File: src/rtl/alu_mem_controller_if.sv
// Bus bundle between alu_mem_controller and its environment.
// slave  : controller side (accepts commands, initiates memory/ALU traffic)
// master : environment side (issues commands, models memory and ALU)
interface alu_mem_controller_if #(
  parameter int MEM_ADDR_W = 4,
  parameter int MEM_DATA_W = 16,
  parameter int ALU_W      = 8
);
  // command channel
  logic                  start;
  logic [2:0]            cmd_opcode;
  logic [MEM_ADDR_W-1:0] cmd_src_a;
  logic [MEM_ADDR_W-1:0] cmd_src_b;
  logic [MEM_ADDR_W-1:0] cmd_dst;
  // status
  logic                  busy;
  logic                  done;
  logic                  err;
  logic [ALU_W-1:0]      result;
  // data memory port
  logic [MEM_ADDR_W-1:0] mem_addr;
  logic [MEM_DATA_W-1:0] mem_wdata;
  logic                  mem_we;
  logic [MEM_DATA_W-1:0] mem_rdata;
  // ALU port
  logic [2:0]            alu_opcode;
  logic [ALU_W-1:0]      alu_op1;
  logic [ALU_W-1:0]      alu_op2;
  logic [ALU_W-1:0]      alu_result;

  modport slave (
    input  start, cmd_opcode, cmd_src_a, cmd_src_b, cmd_dst, mem_rdata, alu_result,
    output busy, done, err, result, mem_addr, mem_wdata, mem_we,
           alu_opcode, alu_op1, alu_op2
  );

  modport master (
    output start, cmd_opcode, cmd_src_a, cmd_src_b, cmd_dst, mem_rdata, alu_result,
    input  busy, done, err, result, mem_addr, mem_wdata, mem_we,
           alu_opcode, alu_op1, alu_op2
  );
endinterface

File: src/rtl/alu_mem_controller.sv
// alu_mem_controller: sequences one command as read A, read B, execute,
// write back. Memory read latency is one cycle; the ALU is combinational.
// Optional feature macro: CTRL_READBACK_EN -- re-reads the destination after
// the write and sets a sticky err on mismatch. Without it err is tied 0.
module alu_mem_controller #(
  parameter int MEM_ADDR_W = 4,
  parameter int MEM_DATA_W = 16,
  parameter int ALU_W      = 8
) (
  input logic               clk,
  input logic               rst,
  alu_mem_controller_if.slave bus
);

  typedef enum logic [3:0] {
    IDLE, RD_A, RD_B, CAP_B, EXEC, WRITE, VWAIT, VCHK, DONE
  } state_t;

  state_t                state;
  logic [MEM_ADDR_W-1:0] src_b_q;
  logic [MEM_ADDR_W-1:0] dst_q;
  logic                  busy_q;
  logic                  done_q;
  logic [ALU_W-1:0]      result_q;
  logic [MEM_ADDR_W-1:0] mem_addr_q;
  logic [MEM_DATA_W-1:0] mem_wdata_q;
  logic                  mem_we_q;
  logic [2:0]            alu_opcode_q;
  logic [ALU_W-1:0]      alu_op1_q;
  logic [ALU_W-1:0]      alu_op2_q;
`ifdef CTRL_READBACK_EN
  logic                  err_q;
`endif

  // Command FSM; every output is a register updated here.
  always_ff @(posedge clk) begin
    if (rst) begin
      state        <= IDLE;
      src_b_q      <= '0;
      dst_q        <= '0;
      busy_q       <= 1'b0;
      done_q       <= 1'b0;
      result_q     <= '0;
      mem_addr_q   <= '0;
      mem_wdata_q  <= '0;
      mem_we_q     <= 1'b0;
      alu_opcode_q <= '0;
      alu_op1_q    <= '0;
      alu_op2_q    <= '0;
`ifdef CTRL_READBACK_EN
      err_q        <= 1'b0;
`endif
    end else begin
      done_q <= 1'b0;
      case (state)
        IDLE: begin
          if (bus.start) begin
            // src_a goes straight to the address bus; only b and dst are needed later
            src_b_q      <= bus.cmd_src_b;
            dst_q        <= bus.cmd_dst;
            mem_addr_q   <= bus.cmd_src_a;
            alu_opcode_q <= bus.cmd_opcode;
            busy_q       <= 1'b1;
            state        <= RD_A;
          end
        end
        RD_A: begin
          mem_addr_q <= src_b_q;
          state      <= RD_B;
        end
        RD_B: begin
          alu_op1_q <= bus.mem_rdata[ALU_W-1:0];
          state     <= CAP_B;
        end
        CAP_B: begin
          alu_op2_q <= bus.mem_rdata[ALU_W-1:0];
          state     <= EXEC;
        end
        EXEC: begin
          result_q    <= bus.alu_result;
          mem_addr_q  <= dst_q;
          mem_wdata_q <= MEM_DATA_W'(bus.alu_result);
          mem_we_q    <= 1'b1;
          state       <= WRITE;
        end
        WRITE: begin
          mem_we_q <= 1'b0;
`ifdef CTRL_READBACK_EN
          state    <= VWAIT;
`else
          done_q   <= 1'b1;
          busy_q   <= 1'b0;
          state    <= DONE;
`endif
        end
`ifdef CTRL_READBACK_EN
        // address still dst; memory samples it this cycle
        VWAIT: state <= VCHK;
        VCHK: begin
          if (bus.mem_rdata != MEM_DATA_W'(result_q)) err_q <= 1'b1;
          done_q <= 1'b1;
          busy_q <= 1'b0;
          state  <= DONE;
        end
`endif
        // one idle cycle after done; start here is ignored
        DONE:    state <= IDLE;
        default: state <= IDLE;
      endcase
    end
  end

  assign bus.busy       = busy_q;
  assign bus.done       = done_q;
  assign bus.result     = result_q;
  assign bus.mem_addr   = mem_addr_q;
  assign bus.mem_wdata  = mem_wdata_q;
  assign bus.mem_we     = mem_we_q;
  assign bus.alu_opcode = alu_opcode_q;
  assign bus.alu_op1    = alu_op1_q;
  assign bus.alu_op2    = alu_op2_q;
`ifdef CTRL_READBACK_EN
  assign bus.err        = err_q;
`else
  assign bus.err        = 1'b0;
`endif

endmodule
File: src/flat_wrapper.sv
// flat-port wrapper written by rule: the top's interface ports become plain ports
module alu_mem_controller_flat 
#(
  parameter int MEM_ADDR_W = 4,
  parameter int MEM_DATA_W = 16,
  parameter int ALU_W      = 8
)
  (clk, rst, bus_start, bus_cmd_opcode, bus_cmd_src_a, bus_cmd_src_b, bus_cmd_dst, bus_mem_rdata, bus_alu_result, bus_busy, bus_done, bus_err, bus_result, bus_mem_addr, bus_mem_wdata, bus_mem_we, bus_alu_opcode, bus_alu_op1, bus_alu_op2);
  alu_mem_controller_if #(.MEM_ADDR_W(MEM_ADDR_W), .MEM_DATA_W(MEM_DATA_W), .ALU_W(ALU_W)) bus_i ();
  input logic clk;
  input logic rst;
  input wire logic [$bits(bus_i.start)-1:0] bus_start;
  input wire logic [$bits(bus_i.cmd_opcode)-1:0] bus_cmd_opcode;
  input wire logic [$bits(bus_i.cmd_src_a)-1:0] bus_cmd_src_a;
  input wire logic [$bits(bus_i.cmd_src_b)-1:0] bus_cmd_src_b;
  input wire logic [$bits(bus_i.cmd_dst)-1:0] bus_cmd_dst;
  input wire logic [$bits(bus_i.mem_rdata)-1:0] bus_mem_rdata;
  input wire logic [$bits(bus_i.alu_result)-1:0] bus_alu_result;
  output wire logic [$bits(bus_i.busy)-1:0] bus_busy;
  output wire logic [$bits(bus_i.done)-1:0] bus_done;
  output wire logic [$bits(bus_i.err)-1:0] bus_err;
  output wire logic [$bits(bus_i.result)-1:0] bus_result;
  output wire logic [$bits(bus_i.mem_addr)-1:0] bus_mem_addr;
  output wire logic [$bits(bus_i.mem_wdata)-1:0] bus_mem_wdata;
  output wire logic [$bits(bus_i.mem_we)-1:0] bus_mem_we;
  output wire logic [$bits(bus_i.alu_opcode)-1:0] bus_alu_opcode;
  output wire logic [$bits(bus_i.alu_op1)-1:0] bus_alu_op1;
  output wire logic [$bits(bus_i.alu_op2)-1:0] bus_alu_op2;
  assign bus_i.start = bus_start;
  assign bus_i.cmd_opcode = bus_cmd_opcode;
  assign bus_i.cmd_src_a = bus_cmd_src_a;
  assign bus_i.cmd_src_b = bus_cmd_src_b;
  assign bus_i.cmd_dst = bus_cmd_dst;
  assign bus_i.mem_rdata = bus_mem_rdata;
  assign bus_i.alu_result = bus_alu_result;
  assign bus_busy = bus_i.busy;
  assign bus_done = bus_i.done;
  assign bus_err = bus_i.err;
  assign bus_result = bus_i.result;
  assign bus_mem_addr = bus_i.mem_addr;
  assign bus_mem_wdata = bus_i.mem_wdata;
  assign bus_mem_we = bus_i.mem_we;
  assign bus_alu_opcode = bus_i.alu_opcode;
  assign bus_alu_op1 = bus_i.alu_op1;
  assign bus_alu_op2 = bus_i.alu_op2;
  alu_mem_controller #(.MEM_ADDR_W(MEM_ADDR_W), .MEM_DATA_W(MEM_DATA_W), .ALU_W(ALU_W)) u_core (.clk(clk), .rst(rst), .bus(bus_i));
endmodule
File: config.mk
export PLATFORM = sky130hd
export DESIGN_NAME = alu_mem_controller_flat
export DESIGN_NICKNAME = d
export VERILOG_FILES = /design/src/rtl/alu_mem_controller_if.sv /design/src/rtl/alu_mem_controller.sv /design/src/flat_wrapper.sv
export SDC_FILE = /design/constraint.sdc
export NUM_CORES = 1
export LEC_CHECK = 0
export CAP_MARGIN = 20
export CORE_ASPECT_RATIO = 0.9
export CORE_UTILIZATION = 55
export CTS_BUF_LIST = sky130_fd_sc_hd__clkbuf_8
export CTS_CLUSTER_DIAMETER = 30
export CTS_CLUSTER_SIZE = 40
export DETAILED_ROUTE_END_ITERATION = 10
export DONT_BUFFER_PORTS = 1
export GPL_ROUTABILITY_DRIVEN = 1
export HOLD_SLACK_MARGIN = 0.1
export PLACE_DENSITY = 0.7
export SLEW_MARGIN = 15
export SYNTH_ARGS = -nofsm -noshare
export SYNTH_HDL_FRONTEND = slang
export SYNTH_SLANG_ARGS = --single-unit
File: constraint.sdc
create_clock -name clk -period 1.76 [get_ports clk]
set_clock_uncertainty 0.2 [all_clocks]
set_input_delay 0.352 -clock clk [delete_from_list [all_inputs] [get_ports clk]]
set_output_delay 0.352 -clock clk [all_outputs]
set_load 0.01 [all_outputs]
# Word level (Yosys, flattened, before mapping)
# Index checks and enable logic that the tools add are counted.
[word_totals]
wordCells = 32
out_inout_bits = 51
regBits = 46
[classes]
n_mux = 8
n_eq_ne = 6
reduce_logical = 7
[ops]
columns = ["operator", "n"]
rows = [
  ["4-bit case mux with 6 select lines", 1],
  ["4-bit case mux with 3 select lines", 1],
  ["4-bit by 2-bit == test with 1-bit output (second input constant)", 2],
  ["4-bit by 3-bit == test with 1-bit output (second input constant)", 2],
  ["4-bit two-way mux", 2],
  ["2-bit AND reduction", 3],
  ["4-bit by 1-bit == test with 1-bit output (second input constant)", 1],
  ["4-bit zero test", 1],
  ["1-bit case mux with 2 select lines", 2],
  ["2-bit nonzero test", 2],
  ["3-bit nonzero test", 1],
  ["1-bit two-way mux", 2],
  ["2-bit != test (second input constant)", 1],
]

# Logic depth before layout (Yosys ltp)
# Gate-level depths: netlist of run 1.
[logic_depth]
word_depth = 3
ltp_mapped = 5
depth_no_buf = 3

# Worst setup path after synthesis of run 1
# No wires, ideal clock.
[synth_timing]
path_kind = "register -> register"
start = "reg u_core.state[2]"
end = "reg u_core.result_q[0] (netlist: u_core.bus.result[0])"
t_arrival_ns = 1.136
synth_period_minus_slack_ns = 1.468
path_stages_with_launch = 5
setup_ns = 0.132
required_time_ns = 1.428
path_buffers = 1
path_slack_ns = 0.292
path_cell_list = "dfxtp_1 -> or4b_1 -> clkbuf_1 -> nand2_1 -> a21oi_1"
[synth_via]
elab_chain_cells = 1
[synth_rtl]
columns = ["item", "line_no", "text"]
rows = [
  ["from (decl)", "alu_mem_controller.sv:19", "state_t state;"],
  ["from (signal assigned)", "alu_mem_controller.sv:38", "state <= IDLE;"],
  ["from (signal assigned)", "alu_mem_controller.sv:64", "state <= RD_A;"],
  ["from (signal assigned)", "alu_mem_controller.sv:69", "state <= RD_B;"],
  ["4-bit by 3-bit == test with 1-bit output", "alu_mem_controller.sv:55", "case (state)"],
  ["to (signal assigned)", "alu_mem_controller.sv:80", "result_q <= bus.alu_result;"],
  ["to (decl)", "alu_mem_controller.sv:24", "logic [ALU_W-1:0] result_q;"],
]
# No other way between the ends.
# A chain may end at the register's enable or synchronous reset.

# Worst setup path in the final report of run 1
[layout_timing]
start = "reg u_core.state[3]"
end = "reg u_core.result_q[4] (netlist: u_core.bus.result[4])"
# The elaborated chain is that of the path after synthesis.

==> results.cfg, run 1 <==
[yosys]
synth_seq_cells = 46
synthXorXnorAreaFrac = 0.00885
async_flop_share = 0
synthMuxAreaShare = 0.0405
synth_top_area_frac = 0.465
synth.most_common_cell = dfxtp_1
syn_area_mm2 = 0.00198
synth_edf_count = 0
synthAdderAreaFrac = 0
avgSynthCellArea_um2 = 8.76
synth_compound_area_frac = 0.163
synth_ff_type = dfxtp_1
yosys_warnings = 0
synth_top_cells_by_count = dfxtp_1 (46), a21oi_1 (35), nand2_1 (32), buf_4 (20), o21ai_0 (15)
yosys.area.top_type = dfxtp_1
ys_top_cells_by_area = dfxtp_1 (47%), a21oi_1 (8.8%), buf_4 (7.6%)
synth_simple_gate_area_frac = 0.211
synth_top_family_by_area = simple AND/OR/NAND/NOR gates
synth.yosys.seq_area_share = 0.465
synth_cell_type_count = 32
netlist_instances = 226

[timing]
hold_viol = 0
max_freq_ghz = 0.600
drv_slew = 0
rsz0062_at_grt = false
tns_ns = 0
post-route-min-period_ns = 1.67
setup_viol = 0
fin_crit_sh = 0.947
postLayoutSetupSlackWorst_ns = 0.0927

[power]
clkPwrFrac = 0.281
power_frac_seq = 0.550
p_leak_nw = 0.842
power.switching_w = 0.000607
switching_share = 0.281
ir_drop_v = 0.000634
p_comb_frac = 0.170
power.internal_w = 0.00156
power.density_mw_per_mm2 = 924

[final_layout]
antenna_cells = 0
area_growth_pct = 18.4
drive_above_1_share = 0.100
fin_nets = 291

[clock_network]
cts_root_buffer = clkbuf_8
cts_max_level = 2
postCtsSetupBuffers = 0
cts_buffers = 5
worstSkewPairLatency_ns = 0.28
numClockSinks = 46
cts_tree = done
cts_buffer_depth = 2
path_clk_slew_ns = 0.08

[floorplan]
chipWidth_um = 65.2
die_y_um = 58.9
start_util = 0.582
core_area_mm2 = 0.00340
ioPinCount = 93
fp-row-count = 20
die-area_mm2 = 0.00384

[setup_path]
crit_slowest_cell = or4b_1
criticalPathCategory = register to register
cp_max_fo = 11
worst_setup_path_end_kind = register
critPathTopFamily = simple AND/OR/NAND/NOR gates
path_buf_inv = 0
required_ns = 1.74
arrival_ns = 1.64
worst_setup_path_start_kind = register
slowest_delay_ns = 0.72
worstPathCellList = or4b_1, nand2_1, a21oi_1

[drt]
vias = 1648
dr.pass1.iters = 4
postRouteAntennaNets = 0
wl_per_cell_um = 15.2
drc = 0
post_drt_via_cell_ratio = 5.61
drt_iter0_drc = 210
wl_um = 4460

[grt]
grt_util_all_layers = 0.228
grt_pass1_wl_um = 6750
antenna_found_initial = 0
grt_pass1_vias = 1557
grt_overflow = 0
grt_start_max_net_pins = 47

[placed_design]
globalplace.congestion = 0.810
pre_cts_slack_ns = 0.0655
dp_hpwl_um = 2870
io_buffers = 0

[flow_run]
cap_violations = 0

[hold_path]
min_path_type = input pin to register

[status]
status = finished, final reports clean
==> metal layers <==
layer / track usage / vias to the layer above / wire, µm
met3: 0.0678 / 6 / 321
met2: 0.420 / 80 / 2320
met5: 0 / - / 0
li1: - / 799 / -
met4: 0.0807 / 0 / 57
met1: 0.248 / 763 / 1770
==> cell usage in the layout, fill, tap and decap left out, drive strengths merged <==
cell type     n
a211oi        1
a21oi        35
a22oi         4
a311oi        4
and2          1
and2b         2
and3b         1
and4bb        1
buf          10
clkbuf        5
clkinv        2
conb          9
dfxtp        46
dlygate4sd3  31
inv           1
mux2i         8
nand2        32
nand2b        2
nand3        11
nand4bb       1
nor2         13
nor2b         1
nor3          3
nor4          1
nor4b         3
o21ai        15
or2           1
or3           2
or4b          2
xnor2         2
==> final timing paths <==
check	startpoint	endpoint	slack, ns	depth (start not counted)
setup / recovery	u_core.state[3]$_SDFFE_PP0P_	u_core.bus.result[4]$_SDFFE_PP0N_	0.09	3
hold / removal	rst	u_core.state[3]$_SDFFE_PP0P_	0.17	2
setup reg to reg	u_core.state[3]$_SDFFE_PP0P_	u_core.bus.result[4]$_SDFFE_PP0N_	0.09	3
hold reg to reg	u_core.src_b_q[1]$_SDFFE_PP0P_	u_core.src_b_q[1]$_SDFFE_PP0P_	0.30	2
==> repair_timing <==
| item | 4_1_cts | 5_1_grt |
|---|---|---|
| hold buffers | 32 | 0 |
| resized for setup | 0 | 4 |
| setup endpoints to repair | 0 | 10 |
| hold endpoints to repair | 46 | 0 |
==> power by group through the flow <==
| stage | combinational, W | sequential (W) | clock (W) |
|---|---|---|---|
| floorplan | 0.000267 | 0.00119 | 0 |
| global placement | 0.000263 | 0.00121 | 0 |
| detailed placement | 0.000278 | 0.00121 | 0 |
| CTS | 0.000354 | 0.00119 | 0.000617 |
| global route | 0.000404 | 0.00120 | 0.000670 |
| finish | 0.000368 | 0.00119 | 0.000607 |
==> per-stage QoR <==
stage	hold WS, ns	area, µm²	utilization	power, W	instances
finish	0.165	2340	0.689	0.00216	294
global route	0.155	2340	0.689	0.00227	294
CTS	0.159	2330	0.685	0.00216	294
detailed placement	0.229	1920	0.563	0.00149	254
global placement	0.227	1920	0.563	0.00147	254
floorplan	0.254	2010	-	0.00146	234
==> state kept, by name, summed over array words and instances, names as in the netlist <==
register and flops:
u_core.bus.alu_op1 8, u_core.bus.alu_op2 8, u_core.bus.alu_opcode 3, u_core.bus.busy 1
u_core.bus.done 1, u_core.bus.mem_addr 4, u_core.bus.mem_we 1, u_core.bus.result 8
u_core.dst_q 4, u_core.src_b_q 4, u_core.state 4
==> logic make-up after synthesis <==
kind of cell	after synthesis
simple gates	77
compound gates	59
flops	46
buf+inv	33
mux	8
xor+xnor	2
other cells	1
==> layout make-up <==
cell class | instances | area, µm²
repair buffers | 41 | 398
clock buffers | 5 | 68.8
fillers | 272 | 1060
multi-input cells | 155 | 881
clock inverters | 3 | 17.5
well taps | 44 | 55.1
flip-flops and latches | 46 | 923
Power figures use the tool's default switching activity.
==> inputs of run 2 (changes only) <==
--- a/config.mk
+++ b/config.mk
@@ -9,7 +9,6 @@
 export CORE_ASPECT_RATIO = 0.9
 export CORE_UTILIZATION = 55
 export CTS_BUF_LIST = sky130_fd_sc_hd__clkbuf_8
-export CTS_CLUSTER_DIAMETER = 30
 export CTS_CLUSTER_SIZE = 40
 export DETAILED_ROUTE_END_ITERATION = 10
 export DONT_BUFFER_PORTS = 1
==> results of run 2 <==
No change in the layout: final DEF, timing and power equal those of run 1.
==> inputs of run 3 (changes only) <==
--- a/config.mk
+++ b/config.mk
@@ -13,7 +13,6 @@
 export DETAILED_ROUTE_END_ITERATION = 10
 export DONT_BUFFER_PORTS = 1
 export GPL_ROUTABILITY_DRIVEN = 1
-export HOLD_SLACK_MARGIN = 0.1
 export PLACE_DENSITY = 0.7
 export SLEW_MARGIN = 15
 export SYNTH_ARGS = -nofsm -noshare
==> results.cfg, run 3 (synthesized netlist as in run 1, its figures left out) <==
[timing]
hold_viol = 0
post-route-min-period_ns = 1.67
rsz0062_at_grt = false
setup_viol = 0
max_freq_ghz = 0.598
tns_ns = 0
fin_crit_sh = 0.949
drv_slew = 0

[grt]
grt_pass1_vias = 1405
grt_pass1_wl_um = 6140
grt_overflow = 0
antenna_found_initial = 0
grt_start_max_net_pins = 46
grt_util_all_layers = 0.208

[final_layout]
regArea_um2 = 923
antenna_cells = 0
layout_commonest_cell = dfxtp_1
area_growth_pct = 7.02
fin_nets = 269
multi_input_area_um2 = 876
drive_above_1_share = 0.105
layout_common_cells = dfxtp_1 (44), a21oi_1 (35), nand2_1 (32), o21ai_0 (15), nor2_1 (13)
utilization = 0.622
design_area_mm2 = 0.00212
nFillCells = 302

[clock_network]
numClockSinks = 46
postCtsSetupBuffers = 0
path_clk_slew_ns = 0.08
cts_root_buffer = clkbuf_8
cts_max_level = 2
cts_buffer_depth = 2
cts_tree = done
cts_buffers = 5
worstSkewPairLatency_ns = 0.28

[flow_run]
cap_violations = 0

[drt]
postRouteAntennaNets = 0
post_drt_via_cell_ratio = 5.76
drc = 0
wl_per_cell_um = 15.0
wl_um = 4090
drt_iter0_drc = 145
dr_wl_met3_um = 317
wl_met1_um = 1680
dr.pass1.iters = 4
vias = 1568
dr.max_layer_used = met4
dr_wl_met2_um = 2040

[power]
clkPwrFrac = 0.287
power.switching_w = 0.000587
power.density_mw_per_mm2 = 996
power.internal_w = 0.00152
ir_drop_v = 0.000635
switching_share = 0.278
p_leak_nw = 0.749
power_frac_seq = 0.563
p_comb_frac = 0.149

[hold_path]
hold_end = u_core.bus.alu_op1[4]$_SDFFE_PP0P_
min_from = bus_mem_rdata[4]
holdPathStages = 2
min_path_type = input pin to register

[placed_design]
dp_hpwl_um = 2870
io_buffers = 0
globalplace.congestion = 0.810
placed_area_mm2 = 0.00192

[floorplan]
chipWidth_um = 65.2
ioPinCount = 93
die_y_um = 58.9
die-area_mm2 = 0.00384
core_area_mm2 = 0.00340
fp-row-count = 20
start_util = 0.582

[setup_path]
r2r_cells = 3
r2r_end = u_core.bus.result[4]$_SDFFE_PP0N_
arrival_ns = 1.65
worst_setup_path_end_kind = register
criticalPathCategory = register to register
reg2reg_from = u_core.state[3]$_SDFFE_PP0P_
cp_max_fo = 11
worst_setup_path_start_kind = register
ff2ff_setup_slack_ns = 0.09
required_ns = 1.74

[status]
status = finished, final reports clean
[run 3: power groups by stage]
stage | Combinational, W | Clock (W) | Sequential [W]
final | 0.000315 | 0.000606 | 0.00119
after global routing | 0.000351 | 0.000671 | 0.00120
after CTS | 0.000307 | 0.000617 | 0.00119
after detailed placement | 0.000278 | 0 | 0.00121
after global placement | 0.000263 | 0 | 0.00121
after floorplan | 0.000267 | 0 | 0.00119
[run 3: worst max-delay path: stages, from the launching register on]
cell and delay (ns):
dfxtp_1 0.42, or4b_1 0.72, nand2_1 0.14, a21oi_1 0.08
[run 3: repair_timing]
action | in CTS | in global routing
hold endpoints to repair | 45 | 3
endpoints found under the setup margin | 0 | 9
hold buffers | 7 | 3
resized for setup | 0 | 3
[run 3: area by class of cell]
class / instances / area share
multi-input cells: 155 / 0.413
clock buffers: 5 / 0.0325
well taps: 44 / 0.0260
clock inverters: 3 / 0.00827
repair buffers: 19 / 0.0839
flip-flops and latches: 46 / 0.436
[run 3: metal layers]
metal,vias to the layer above,global-route usage
met4,0,0.0621
met3,6,0.0659
met5,-,0
met2,73,0.378
li1,756,-
met1,733,0.233
[run 3: how the worst max path moves through the flow]
stage,from,slack (ns),endpoint
final,u_core.state[3]$_SDFFE_PP0P_,0.09,u_core.bus.result[4]$_SDFFE_PP0N_
after global routing,u_core.state[3]$_SDFFE_PP0P_,0.005,u_core.bus.alu_op1[7]$_SDFFE_PP0P_
after CTS,u_core.state[3]$_SDFFE_PP0P_,0.05,u_core.bus.alu_op2[0]$_SDFFE_PP0P_
after detailed placement,u_core.state[3]$_SDFFE_PP0P_,0.07,u_core.bus.alu_op2[0]$_SDFFE_PP0P_
after global placement,u_core.state[0]$_SDFFE_PP0P_,0.12,u_core.bus.alu_op1[3]$_SDFFE_PP0P_
after floorplan,u_core.state[2]$_SDFFE_PP0P_,0.29,u_core.bus.result[0]$_SDFFE_PP0N_
[run 3: per-stage QoR]
step / hold WS [ns] / worst slack, ns / cells / power [W]
after global placement: 0.227 / 0.119 / 254 / 0.00147
after global routing: 0.00175 / 0.00455 / 272 / 0.00222
after floorplan: 0.254 / 0.292 / 234 / 0.00146
after detailed placement: 0.229 / 0.0655 / 254 / 0.00149
after CTS: 0.00159 / 0.0483 / 269 / 0.00211
final: 0.00645 / 0.0891 / 272 / 0.00211
==> RTL change 1: new RTL, config.mk and constraints of run 1 <==
The 9 states of `state_t` get a one-hot encoding in 9 bits.
--- a/src/rtl/alu_mem_controller.sv
+++ b/src/rtl/alu_mem_controller.sv
@@ -14,4 +14,4 @@
 
-  typedef enum logic [3:0] {
-    IDLE, RD_A, RD_B, CAP_B, EXEC, WRITE, VWAIT, VCHK, DONE
+  typedef enum logic [8:0] {
+    IDLE = 9'b000000001, RD_A = 9'b000000010, RD_B = 9'b000000100, CAP_B = 9'b000001000, EXEC = 9'b000010000, WRITE = 9'b000100000, VWAIT = 9'b001000000, VCHK = 9'b010000000, DONE = 9'b100000000
   } state_t;
Function: no difference found for any inputs over 10 cycles, from zero or initial values and one cycle with rst high; not proved beyond that.
==> RTL change 1 against run 1 <==
- the flow now finishes with violations (negative hold slack, negative setup slack)
- sequential cell count rose by 3
- global-route usage fell by 0.97 points
- synthesized area grew 2.9%
- cell area decreased by 1.9%
- die area grew 2.8%
- routed wire length fell by 7.9%
- count of clock-buffer cells in the layout increased by 1
- setup slack got worse by 0.12 ns
Power is not compared: it rests on default switching activity, and its combinational part moved more than twofold at a synthesized area within 25%.
==> RTL change 1: results (changes against run 1) <==
stage	metric	value	unit	change
timing	setup_slack	-0.02515	ns	-0.1179 ns
layout	drive_gt1_frac	0.2034		+0.1034
clocking	worstSkewPairLatency	0.30	ns	+0.02 ns
timing	whs	-0.08744	ns	-0.2529 ns
grt	grt_pass1_vias	1380		-11%
timing	final-setup-viol-count	16		+16
worst_hold_path	hold_depth	1		-1
synthesis	synthXorXnorAreaFrac	0.008600		-0.0002500
setup_path	rr_endpoint	u_core.bus.result[1]$_SDFFE_PP0N_		
timing	hold_viol	47		+47
outcome	status	finished, violations left		
synthesis	synth.area.mux_share	0.07862		+0.03817
layout	multi_input_area_share	0.4140		+0.03817
route	wirelength	4.108	mm	-7.9%
synthesis	ys_seq_elements	49		+6.5%
place	hpwl	2.808	mm	-2.2%
setup_path	r2r_start	u_core.state[2]$_SDFFE_PP0P_		
layout	final_nets	277		-4.8%
worst_hold_path	hold_end	u_core.state[5]$_SDFFE_PP0P_		
synthesis	netlist_top_cells_area	dfxtp_1 (48%), nand2_1 (7.9%), mux2i_1 (7.9%), buf_4 (7.0%), a21oi_1 (6.4%)		
synthesis	synth_seq_area_share	0.4816		+0.01634
place	place_congestion	0.7737		-4.5%
route	post_drt_wl_per_cell	14.67	µm	-3.3%
place	placedCellCount	269		+5.9%
layout	clock_buffers	6		+1
clocking	ctsResizeCount	9		+9
synthesis	ys_types	37		+16%
synthesis	netlist_top_cells_count	dfxtp_1 (49), nand2_1 (43), a21oi_1 (26), nor2_1 (26), buf_4 (19)		
layout	signal_buffers	19		-54%
layout	seqCellArea	988.4	µm²	+7.0%
route	vias	1512		-8.3%
outcome	violations	negative hold slack, negative setup slack		
-- RTL change 1: cell types whose count changed in the layout (fill, tap and decap cells not counted), sizes merged, moves of 9 or more --
cell	delta
dlygate4sd3	-31
nand2	+11
o21ai	-12
a21oi	-9
nor2	+14
nand3	-10
-- RTL change 1: per-layer routing --
layer / GRT usage / routed length [µm] / share of wire / vias up
li1: - / - / - / 761
met1: 0.2593 / 1769 / 0.43 / 694
met2: 0.3542 / 1977 / 0.48 / 55
met3: 0.08588 / 330 / 0.080 / 2
met4: 0.09119 / 31 / 0.0075 / 0
met5: 0 / 0 / 0 / -
-- RTL change 1: critical path, cell delays in order, from the launching register on --
cell     delay [ns]
dfxtp_1        0.32
or4_4          0.54
buf_4          0.18
nor3_4         0.16
buf_6          0.15
nand2_1        0.05
a21oi_1        0.12
-- RTL change 1: power groups by stage --
stage	logic [µW]	clock network (µW)	registers [µW]
global placement	153	0	1210
detailed placement	160	0	1210
floorplan	160	0	1200
global route	200	770	1200
CTS	172	715	1190
finish	180	700	1190
==> RTL change 2: new RTL, settings of run 1 <==
Without the edit above. `MEM_ADDR_W` is set to 4 in 3 places; all go to 5.
--- a/src/rtl/alu_mem_controller_if.sv
+++ b/src/rtl/alu_mem_controller_if.sv
@@ -4,3 +4,3 @@
 interface alu_mem_controller_if #(
-  parameter int MEM_ADDR_W = 4,
+  parameter int MEM_ADDR_W = 5,
   parameter int MEM_DATA_W = 16,
--- a/src/rtl/alu_mem_controller.sv
+++ b/src/rtl/alu_mem_controller.sv
@@ -5,3 +5,3 @@
 module alu_mem_controller #(
-  parameter int MEM_ADDR_W = 4,
+  parameter int MEM_ADDR_W = 5,
   parameter int MEM_DATA_W = 16,
--- a/src/flat_wrapper.sv
+++ b/src/flat_wrapper.sv
@@ -3,3 +3,3 @@
 #(
-  parameter int MEM_ADDR_W = 4,
+  parameter int MEM_ADDR_W = 5,
   parameter int MEM_DATA_W = 16,
Interface: changed (resized bus_cmd_dst, bus_cmd_src_a, bus_cmd_src_b and bus_mem_addr); port bits go from 93 to 97. No check against the original RTL was run, so the function may have changed too.
==> RTL change 2 against run 1 <==
- clock power rose by 4.8%
- synthesized area is 6.3% higher
- global-route usage up 3.9 points
- total power rose by 8.1%
- routed wire length rose by 13%
- first-iteration DRC count decreased by 59%
- cell area grew 8.9%
- setup slack got worse by 0.017 ns
- sequential cell count increased by 3
==> RTL change 2: results (changes against run 1) <==
stage	metric	value	unit	change
outcome	status	complete, no violations		
synthesis	synth_seq_area_share	0.4664		+0.001155
clocking	ctsHtreeMaxLevel	2		unchanged
pwr	p_seq_frac	0.543		-0.007
layout	final_nets	315		+8.2%
place	place_congestion	0.8298		+2.5%
pwr	pwr-share-comb	0.185		+0.015
timing	worstMarginPinSlew	0.5173	ns	
route	firstDrtPassIters	4		unchanged
clocking	cts.clk_slew.worst_paths	0.09	ns	
setup_path	r2r_setup_slack	0.08	ns	-0.02 ns
synthesis	syn-mean-instance-area	8.691	µm²	-0.77%
synthesis	synth_adder_area_share	0		unchanged
synthesis	synthXorXnorAreaFrac	0.008328		-0.0005212
clocking	cts_setup_buffers	0		unchanged
synthesis	synth_compound_area_frac	0.1802		+0.01717
route	wl_met2	2.520	mm	+8.8%
grt	grt_pass1_wl	7.872	mm	+17%
synthesis	synth.area.mux_share	0.03807		-0.002383
setup_path	path_max_fanout	9		-2
synthesis	ys_types	32		unchanged
route	wirelength	5.037	mm	+13%
synthesis	yosys_most_used_dff	dfxtp_1		
place	port_buffers	0		unchanged
synthesis	netlist_top_cells_count	dfxtp_1 (49), a21oi_1 (38), nand2_1 (32), buf_4 (19), o21ai_0 (19)		
setup_path	slowest_stage	dfxtp_1		
place	pre_cts_slack	0.09284	ns	+0.02732 ns
synthesis	synth_top_area_share	0.4664		+0.001155
grt	track_usage	0.2669		+0.03862
route	vias	1812		+10%
pwr	switchingPower	673.2	µW	+11%
setup_path	worstRegToRegCells	4		+1
grt	grt_max_degree	50		+6.4%
setup_path	crit_arrival	1.67	ns	+0.03 ns
route	first_iter_violations	86		-59%
pwr	vdd_drop_max	0.6879	mV	+8.5%
layout	drive_gt1_frac	0.1296		+0.02963
setup_path	critPathTopFamily	flip-flops		
route	post_drt_wl_per_cell	16.04	µm	+5.7%
pwr	power_leakage	0.0009065	µW	+7.7%
timing	min_period	1.684	ns	+0.01660 ns
place	hpwl	3.160	mm	+10%
layout	finish.instance_area	2551	µm²	+8.9%
grt	grt_antenna_before_repair	0		unchanged
place	placedCellCount	272		+7.1%
grt	grt_pass1_vias	1740		+12%
route	wl_met3	364	µm	+13%
setup_path	crit_path_end	u_core.bus.mem_addr[3]$_SDFFE_PP0P_		
synthesis	netlist_top_cells_area	dfxtp_1 (47%), a21oi_1 (9.0%), buf_4 (6.8%), nand2_1 (5.7%), o21ai_0 (4.5%)		
pwr	swShare	0.2878		+0.007255
route	met1_length	2.052	mm	+16%
setup_path	max_stage_delay	0.54	ns	-0.18 ns
synthesis	ys_warn_count	0		unchanged
setup_path	start_kind	register		
layout	fillers	264		-2.9%
clocking	worstSkewPairLatency	0.30	ns	+0.02 ns
[RTL change 2: what timing repair did]
item | in CTS | in global routing
setup endpoints to repair | 0 | 23
endpoints found under the hold margin | 49 | 0
hold buffers | 35 | 0
gates resized for setup | 0 | 9
[RTL change 2: cells by family (layout without fill, tap and decap cells)]
kind of cell | count (synthesis) | after routing
other | 1 | 9
XOR/XNOR | 2 | 2
buffers and inverters | 36 | 56
flip-flops | 49 | 49
AO/OA/AOI/OAI | 68 | 68
multiplexers | 8 | 8
AND/OR/NAND/NOR | 78 | 78
[RTL change 2: routing by layer]
metal  up-vias  global-route usage
met4         0              0.1155
li1        870                   -
met3        12             0.09211
met2        78              0.4414
met1       852              0.3159
met5         -                   0
[RTL change 2: layout make-up]
| class | instances | area share |
|---|---|---|
| clock inverters | 2 | 0.006376 |
| inverters | 1 | 0.001471 |
| flip-flops and latches | 49 | 0.3855 |
| clock buffers | 5 | 0.02697 |
| repair buffers | 48 | 0.1795 |
| multi-input cells | 165 | 0.3786 |
| well taps | 44 | 0.02158 |
[RTL change 2: worst min-delay path by stage]
stage                                               from  cells after the start  slack, ns                                  to
after floorplan           u_core.src_b_q[0]$_SDFFE_PP0P_                      2       0.25      u_core.src_b_q[0]$_SDFFE_PP0P_
after global placement                               rst                      1       0.22  u_core.bus.alu_op1[2]$_SDFFE_PP0N_
after detailed placement                             rst                      1       0.23  u_core.bus.alu_op1[2]$_SDFFE_PP0N_
after CTS                                            rst                      2       0.14   u_core.bus.result[2]$_SDFFE_PP0N_
after global routing                                 rst                      2       0.15   u_core.bus.result[2]$_SDFFE_PP0N_
final                                                rst                      2       0.15  u_core.bus.alu_op2[6]$_SDFFE_PP0N_
